===== config.mk =====
export PLATFORM = sky130hd
export DESIGN_NAME = frame_out_scheduler
export DESIGN_NICKNAME = d
export VERILOG_FILES = /design/src/rtl/frame_out_scheduler.sv
export SDC_FILE = /design/constraint.sdc
export NUM_CORES = 2
export LEC_CHECK = 0
export ABC_CLOCK_PERIOD_IN_PS = 77700
export CAP_MARGIN = 10
export CORE_MARGIN = 3
export CORE_UTILIZATION = 50
export CTS_BUF_LIST = sky130_fd_sc_hd__clkbuf_16
export CTS_CLUSTER_SIZE = 14
export DETAILED_ROUTE_END_ITERATION = 10
export PLACE_DENSITY_LB_ADDON = 0.05
export SETUP_SLACK_MARGIN = 0.1
export SYNTH_ARGS = -nofsm -noshare
export SYNTH_HDL_FRONTEND = slang
export SYNTH_SLANG_ARGS = --single-unit

===== constraint.sdc =====
create_clock -name clk -period 77.7 [get_ports clk]
set_clock_uncertainty 0.15 [all_clocks]
set_input_delay 11.655 -clock clk [delete_from_list [all_inputs] [get_ports clk]]
set_output_delay 11.655 -clock clk [all_outputs]
set_load 0.03 [all_outputs]

===== src/rtl/frame_out_scheduler.sv =====
// Frame output scheduler: caches one header per input FIFO, arbitrates between
// cached ports (strict priority or round robin), streams the granted frame's
// payload downstream and checks a CRC-32 over the payload against the header.
//
// Ports:
//   clk, rst_n     clock; reset (asynchronous, active-high)
//   fifo_empty     per-port FIFO empty flags
//   fifo_data      word of FIFO rd_sel, valid the cycle after rd_en
//   rd_en, rd_sel  FIFO pop strobe and port select (rd_sel=0 when idle)
//   ready          downstream can take a word in the next cycle
//   qos_mode       0 = strict priority, 1 = round robin
//   out_data/out_vld/out_sop/out_eop  frame stream
//   crc_err, err_port  CRC mismatch pulse and port of last mismatch
//   drop           zero-length frame pulse
module frame_out_scheduler #(
  parameter int unsigned DATA_WIDTH = 64,
  parameter int unsigned PORT_NUM   = 16,
  parameter int unsigned PRI_WIDTH  = 3,
  parameter int unsigned LEN_WIDTH  = 12
) (
  input  logic                        clk,
  input  logic                        rst_n,
  input  logic [PORT_NUM-1:0]         fifo_empty,
  input  logic [DATA_WIDTH-1:0]       fifo_data,
  output logic                        rd_en,
  output logic [$clog2(PORT_NUM)-1:0] rd_sel,
  input  logic                        ready,
  input  logic                        qos_mode,
  output logic [DATA_WIDTH-1:0]       out_data,
  output logic                        out_vld,
  output logic                        out_sop,
  output logic                        out_eop,
  output logic                        crc_err,
  output logic [$clog2(PORT_NUM)-1:0] err_port,
  output logic                        drop
);

  localparam int unsigned PORT_W  = $clog2(PORT_NUM);
  localparam int unsigned CRC_LSB = PRI_WIDTH;
  localparam int unsigned LEN_LSB = PRI_WIDTH + 32;
  localparam logic [31:0] CRC_INIT = 32'hFFFF_FFFF;
  localparam logic [31:0] CRC_POLY = 32'h04C1_1DB7;

  typedef enum logic [2:0] {IDLE, HDR_RD, HDR_CAP, ARB, SEND, CHECK} state_t;

  state_t                state, state_d;
  logic [PORT_W-1:0]     sp, sp_d, rr_ptr, rr_d, grant, grant_d;
  logic [LEN_WIDTH-1:0]  rem, rem_d;
  logic                  first, first_d;
  logic [31:0]           crc, crc_d, crc_nxt;
  logic                  out_vld_d, out_sop_d, out_eop_d, crc_err_d, drop_d;
  logic [PORT_W-1:0]     err_port_d;
  logic                  cap_en, clr_en;
  logic [PORT_W-1:0]     clr_idx;

  logic [PORT_NUM-1:0]   hdr_vld;
  logic [PRI_WIDTH-1:0]  hdr_pri [PORT_NUM];
  logic [31:0]           hdr_crc [PORT_NUM];
  logic [LEN_WIDTH-1:0]  hdr_len [PORT_NUM];

  logic                  strict_found, rr_found;
  logic [PORT_W-1:0]     strict_idx, rr_idx, rr_cand, pick;
  logic [PRI_WIDTH-1:0]  best_pri;

  // One full data word folded into the CRC, MSB first.
  function automatic logic [31:0] crc_word(input logic [31:0] c_in,
                                           input logic [DATA_WIDTH-1:0] d);
    logic [31:0] c;
    c = c_in;
    for (int i = int'(DATA_WIDTH) - 1; i >= 0; i--) begin
      if (c[31] ^ d[i]) c = {c[30:0], 1'b0} ^ CRC_POLY;
      else              c = {c[30:0], 1'b0};
    end
    return c;
  endfunction

  // Payload words pass straight through in the cycle after their pop.
  assign out_data = out_vld ? fifo_data : '0;
  assign crc_nxt  = crc_word(crc, fifo_data);

  // Grant candidates: highest priority (lowest index on tie) and first valid from rr_ptr.
  always_comb begin : arbitrate
    strict_found = 1'b0;
    strict_idx   = '0;
    best_pri     = '0;
    rr_found     = 1'b0;
    rr_idx       = '0;
    rr_cand      = '0;
    for (int i = 0; i < int'(PORT_NUM); i++) begin
      if (hdr_vld[i] && (!strict_found || hdr_pri[i] > best_pri)) begin
        strict_found = 1'b1;
        strict_idx   = PORT_W'(i);
        best_pri     = hdr_pri[i];
      end
    end
    for (int k = 0; k < int'(PORT_NUM); k++) begin
      rr_cand = rr_ptr + PORT_W'(k);
      if (!rr_found && hdr_vld[rr_cand]) begin
        rr_found = 1'b1;
        rr_idx   = rr_cand;
      end
    end
    pick = qos_mode ? rr_idx : strict_idx;
  end

  // Next-state, FIFO pop and registered-output next values.
  always_comb begin : next_state
    state_d    = state;
    sp_d       = sp;
    rr_d       = rr_ptr;
    grant_d    = grant;
    rem_d      = rem;
    first_d    = first;
    crc_d      = crc;
    out_vld_d  = 1'b0;
    out_sop_d  = 1'b0;
    out_eop_d  = 1'b0;
    crc_err_d  = 1'b0;
    err_port_d = err_port;
    drop_d     = 1'b0;
    cap_en     = 1'b0;
    clr_en     = 1'b0;
    clr_idx    = grant;
    rd_en      = 1'b0;
    rd_sel     = '0;

    if (out_vld) crc_d = crc_nxt;

    case (state)
      IDLE: begin
        if (!fifo_empty[sp] && !hdr_vld[sp]) begin
          state_d = HDR_RD;
        end else begin
          sp_d = sp + PORT_W'(1);
          if (|hdr_vld) state_d = ARB;
        end
      end
      HDR_RD: begin
        rd_en   = 1'b1;
        rd_sel  = sp;
        state_d = HDR_CAP;
      end
      HDR_CAP: begin
        cap_en  = 1'b1;
        sp_d    = sp + PORT_W'(1);
        state_d = IDLE;
      end
      ARB: begin
        grant_d = pick;
        rr_d    = pick + PORT_W'(1);
        if (hdr_len[pick] == '0) begin
          drop_d  = 1'b1;
          clr_en  = 1'b1;
          clr_idx = pick;
          state_d = IDLE;
        end else begin
          rem_d   = hdr_len[pick];
          first_d = 1'b1;
          crc_d   = CRC_INIT;
          state_d = SEND;
        end
      end
      SEND: begin
        if (ready && !fifo_empty[grant] && rem != '0) begin
          rd_en     = 1'b1;
          rd_sel    = grant;
          rem_d     = rem - LEN_WIDTH'(1);
          out_vld_d = 1'b1;
          out_sop_d = first;
          out_eop_d = (rem == LEN_WIDTH'(1));
          first_d   = 1'b0;
        end
        // The eop word is on the bus now; its CRC contribution is crc_nxt.
        if (out_vld && out_eop) begin
          if (crc_nxt != hdr_crc[grant]) begin
            crc_err_d  = 1'b1;
            err_port_d = grant;
          end
          state_d = CHECK;
        end
      end
      CHECK: begin
        clr_en  = 1'b1;
        crc_d   = CRC_INIT;
        state_d = IDLE;
      end
      default: state_d = IDLE;
    endcase
  end

  // State, datapath and header cache registers.
  always_ff @(posedge clk or posedge rst_n) begin
    if (rst_n) begin
      state    <= IDLE;
      sp       <= '0;
      rr_ptr   <= '0;
      grant    <= '0;
      rem      <= '0;
      first    <= 1'b0;
      crc      <= CRC_INIT;
      out_vld  <= 1'b0;
      out_sop  <= 1'b0;
      out_eop  <= 1'b0;
      crc_err  <= 1'b0;
      err_port <= '0;
      drop     <= 1'b0;
      hdr_vld  <= '0;
      for (int i = 0; i < int'(PORT_NUM); i++) begin
        hdr_pri[i] <= '0;
        hdr_crc[i] <= '0;
        hdr_len[i] <= '0;
      end
    end else begin
      state    <= state_d;
      sp       <= sp_d;
      rr_ptr   <= rr_d;
      grant    <= grant_d;
      rem      <= rem_d;
      first    <= first_d;
      crc      <= crc_d;
      out_vld  <= out_vld_d;
      out_sop  <= out_sop_d;
      out_eop  <= out_eop_d;
      crc_err  <= crc_err_d;
      err_port <= err_port_d;
      drop     <= drop_d;
      if (cap_en) begin
        hdr_vld[sp] <= 1'b1;
        hdr_pri[sp] <= fifo_data[PRI_WIDTH-1:0];
        hdr_crc[sp] <= fifo_data[CRC_LSB +: 32];
        hdr_len[sp] <= fifo_data[LEN_LSB +: LEN_WIDTH];
      end
      if (clr_en) hdr_vld[clr_idx] <= 1'b0;
    end
  end

endmodule


==> impl_metrics.toml <==
[floorplan]
dieArea_mm2 = 0.103
ioPinCount = 162
die-height_um = 321
core-area_mm2 = 0.0974
dieWidth_um = 321
initial_utilization = 0.508
num_rows = 114

[drt]
first_iter_violations = 3479
num_vias = 34280
drt_pass1_iterations = 5
wl_mm = 153
wl_per_cell_um = 26.9
drc_errors = 0
routed_via_density = 6.02
ant_nets = 0

[timing]
finalCriticalPeriod_ps = 28750
rsz0062_at_grt = "false"
final.setup.tns_ps = 0
slew-limit-headroom = 0.221
worst_pin_slew_ps = 1170
setup_viol = 0
clock.fmax_mhz = 34.8
finalHoldViolations = 0
fin_crit_sh = 0.370
finalMaxSlewViolations = 0

[place]
gp_congestion = 0.923
io_buffers = 161
hpwl_mm = 98.2

[job]
cap_violations = 0

[worst_setup_path]
crit_arrival_ps = 29140
crit_fanout = 48
critPathRequiredTime_ps = 78100
slowest_delay_ps = 880
critical_path_class = "reg -> reg"
cp_slowest_cell = "nor2_1"
worstSetupStartpointType = "flop"
endpoint_kind = "flop"
crit_path_frequent_cell = "a21oi_1"

[yosys]
yosysTopAreaCellShare = 0.407
synth_edf_count = 0
synth_area_per_cell_um2 = 11.5
yosysUniqueCellTypes = 76
synthTopCellsByArea = "dfrtp_1, mux2_2, mux4_2"
synth_nets = 4439
ys_ff_latch = 837
synth-main-ff-cell = "dfrtp_1"
syn_inst = 4304
syn-cell-area_mm2 = 0.0495
yosysSeqAreaShare = 0.424
yosys_warnings = 0
async_flop_share = 1.00
yosysTopAreaCell = "dfrtp_1"

[cts]
numCtsBuffers = 96
cts_resized = 0
ctsRootBufferMaster = "clkbuf_16"
worstSkewPairLatency_ps = 670
cts_tree = "yes"
path_clk_slew_ps = 60
cts.sinks = 837
clock_path_buffers = 3
cts_hold_buf = 0
cts_setup_buffers = 0
cts.htree.levels = 3

[finish]
area_delta_synth_final_pct = 12.4
fin_nets = 4479
drive_gt1_frac = 0.257
postLayoutCoreUtil = 0.571
nFillCells = 8167

[global_routing]
grt_use_total = 0.299
grt_pass1_wl_mm = 230
antenna_found_initial = 6
grt_pass1_vias = 34208
grt_overflow = 0
grt_max_degree = 118

[run_status]
status = "finished clean"

[hold_path]
hp-class = "reg -> reg"
## metal layers
| metal | vias up | part of all wire | global-route usage |
|---|---|---|---|
| li1 | 14991 | - | - |
| met1 | 17783 | 0.46 | 0.456 |
| met2 | 1307 | 0.45 | 0.459 |
| met3 | 199 | 0.072 | 0.0412 |
| met4 | 0 | 0.019 | 0.0632 |
| met5 | - | 0 | 0 |
## logic make-up (layout without fill, tap and decap cells)
kind of cell             count (synthesis)  in the layout  share of synthesized area
AO/OA/AOI/OAI                          361            361                     0.0469
XOR/XNOR                               566            566                      0.142
adder cells (fa/ha/maj)                 56             56                     0.0139
buffers and inverters                  400            515                     0.0305
flip-flops                             837            837                      0.424
multiplexers                           861            861                      0.239
other                                    0              1                          0
AND/OR/NAND/NOR                       1223           1223                      0.103
## cell type report
type                            count  area, um2  share of cell area
Antenna cell                        1       2.50           0.0000450
Clock buffer                       98       2450              0.0441
Clock inverter                     75        652              0.0117
Timing Repair Buffer              265       2390              0.0430
Sequential cell                   837      21000               0.378
Multi-Input combinational cell   3067      27200               0.489
Inverter                           77        297             0.00533
Tap cell                         1276       1600              0.0287
## worst max-delay path, delay by kind of cell, from the launching register on
kind | cells | cell delay (ps)
flops | 1 | 660
compound gates | 59 | 13050
fa+ha+maj | 20 | 5990
buf+inv | 8 | 1060
mux | 10 | 3630
simple gates | 20 | 4030
## path summary, 6_finish.rpt
| path | startpoint | endpoint | slack, ps | cells after the start |
|---|---|---|---|---|
| min in group asynchronous | rst_n | hdr_len[87] | 11430 | 2 |
| setup / recovery | hdr_vld[0] | hdr_vld[6] | 48950 | 117 |
| hold reg to reg | hdr_crc[182] | hdr_crc[182] | 320 | 2 |
| hold / removal | hdr_crc[182] | hdr_crc[182] | 320 | 2 |
| max in group asynchronous | rst_n | hdr_crc[453] | 62050 | 6 |
| setup reg to reg | hdr_vld[0] | hdr_vld[6] | 48950 | 117 |
## sequential cells by signal (all words and copies together) (netlist names)
register and cells:
crc 32, crc_err 1, drop 1, err_port 4, first 1, grant 4, hdr_crc 512, hdr_len 192
hdr_pri 48, hdr_vld 16, out_eop 1, out_sop 1, out_vld 1, rem 12, rr_ptr 4, sp 4
state 3
## synthesized netlist by cell type, drive strengths merged, types with 30 or more instances
| library cell | instances |
|---|---|
| mux2i | 95 |
| dfstp | 32 |
| and2 | 78 |
| ha | 51 |
| nand2 | 898 |
| o21ai | 113 |
| nor2 | 99 |
| a21oi | 82 |
| buf | 52 |
| xor2 | 116 |
| nor3 | 30 |
| dfrtp | 805 |
| xnor2 | 340 |
| nand3 | 43 |
| xnor3 | 97 |
| inv | 76 |
| mux2 | 566 |
| mux4 | 200 |
| clkbuf | 271 |
## stage by stage
stage               worst slack (ps)  hold slack, ps  instances  area (um2)
floorplan                      42430             290       4304       49500
global placement               50220             303       5522       52500
detailed placement             49600             308       5522       52500
CTS                            49470             323       5695       55600
global route                   46420             337       5695       55600
finish                         48950             318       5696       55600
## cells in the final DEF, fill, tap and decap left out, drive strengths merged, types with 17 or more instances in the layout
| master | instances |
|---|---|
| nand2 | 898 |
| dfrtp | 805 |
| mux2 | 566 |
| xnor2 | 340 |
| mux4 | 200 |
| clkdlybuf4s50 | 161 |
| xor2 | 116 |
| o21ai | 113 |
| buf | 104 |
| inv | 101 |
| nor2 | 99 |
| clkbuf | 98 |
| xnor3 | 97 |
| mux2i | 95 |
| a21oi | 82 |
| and2 | 78 |
| ha | 51 |
| nand3 | 43 |
| clkinv | 37 |
| dfstp | 32 |
| nor3 | 30 |
| nand2b | 17 |
| a31oi | 17 |
Power is not shown: default switching activity piles up to over one toggle a cycle in this logic, so the estimate is an artifact.
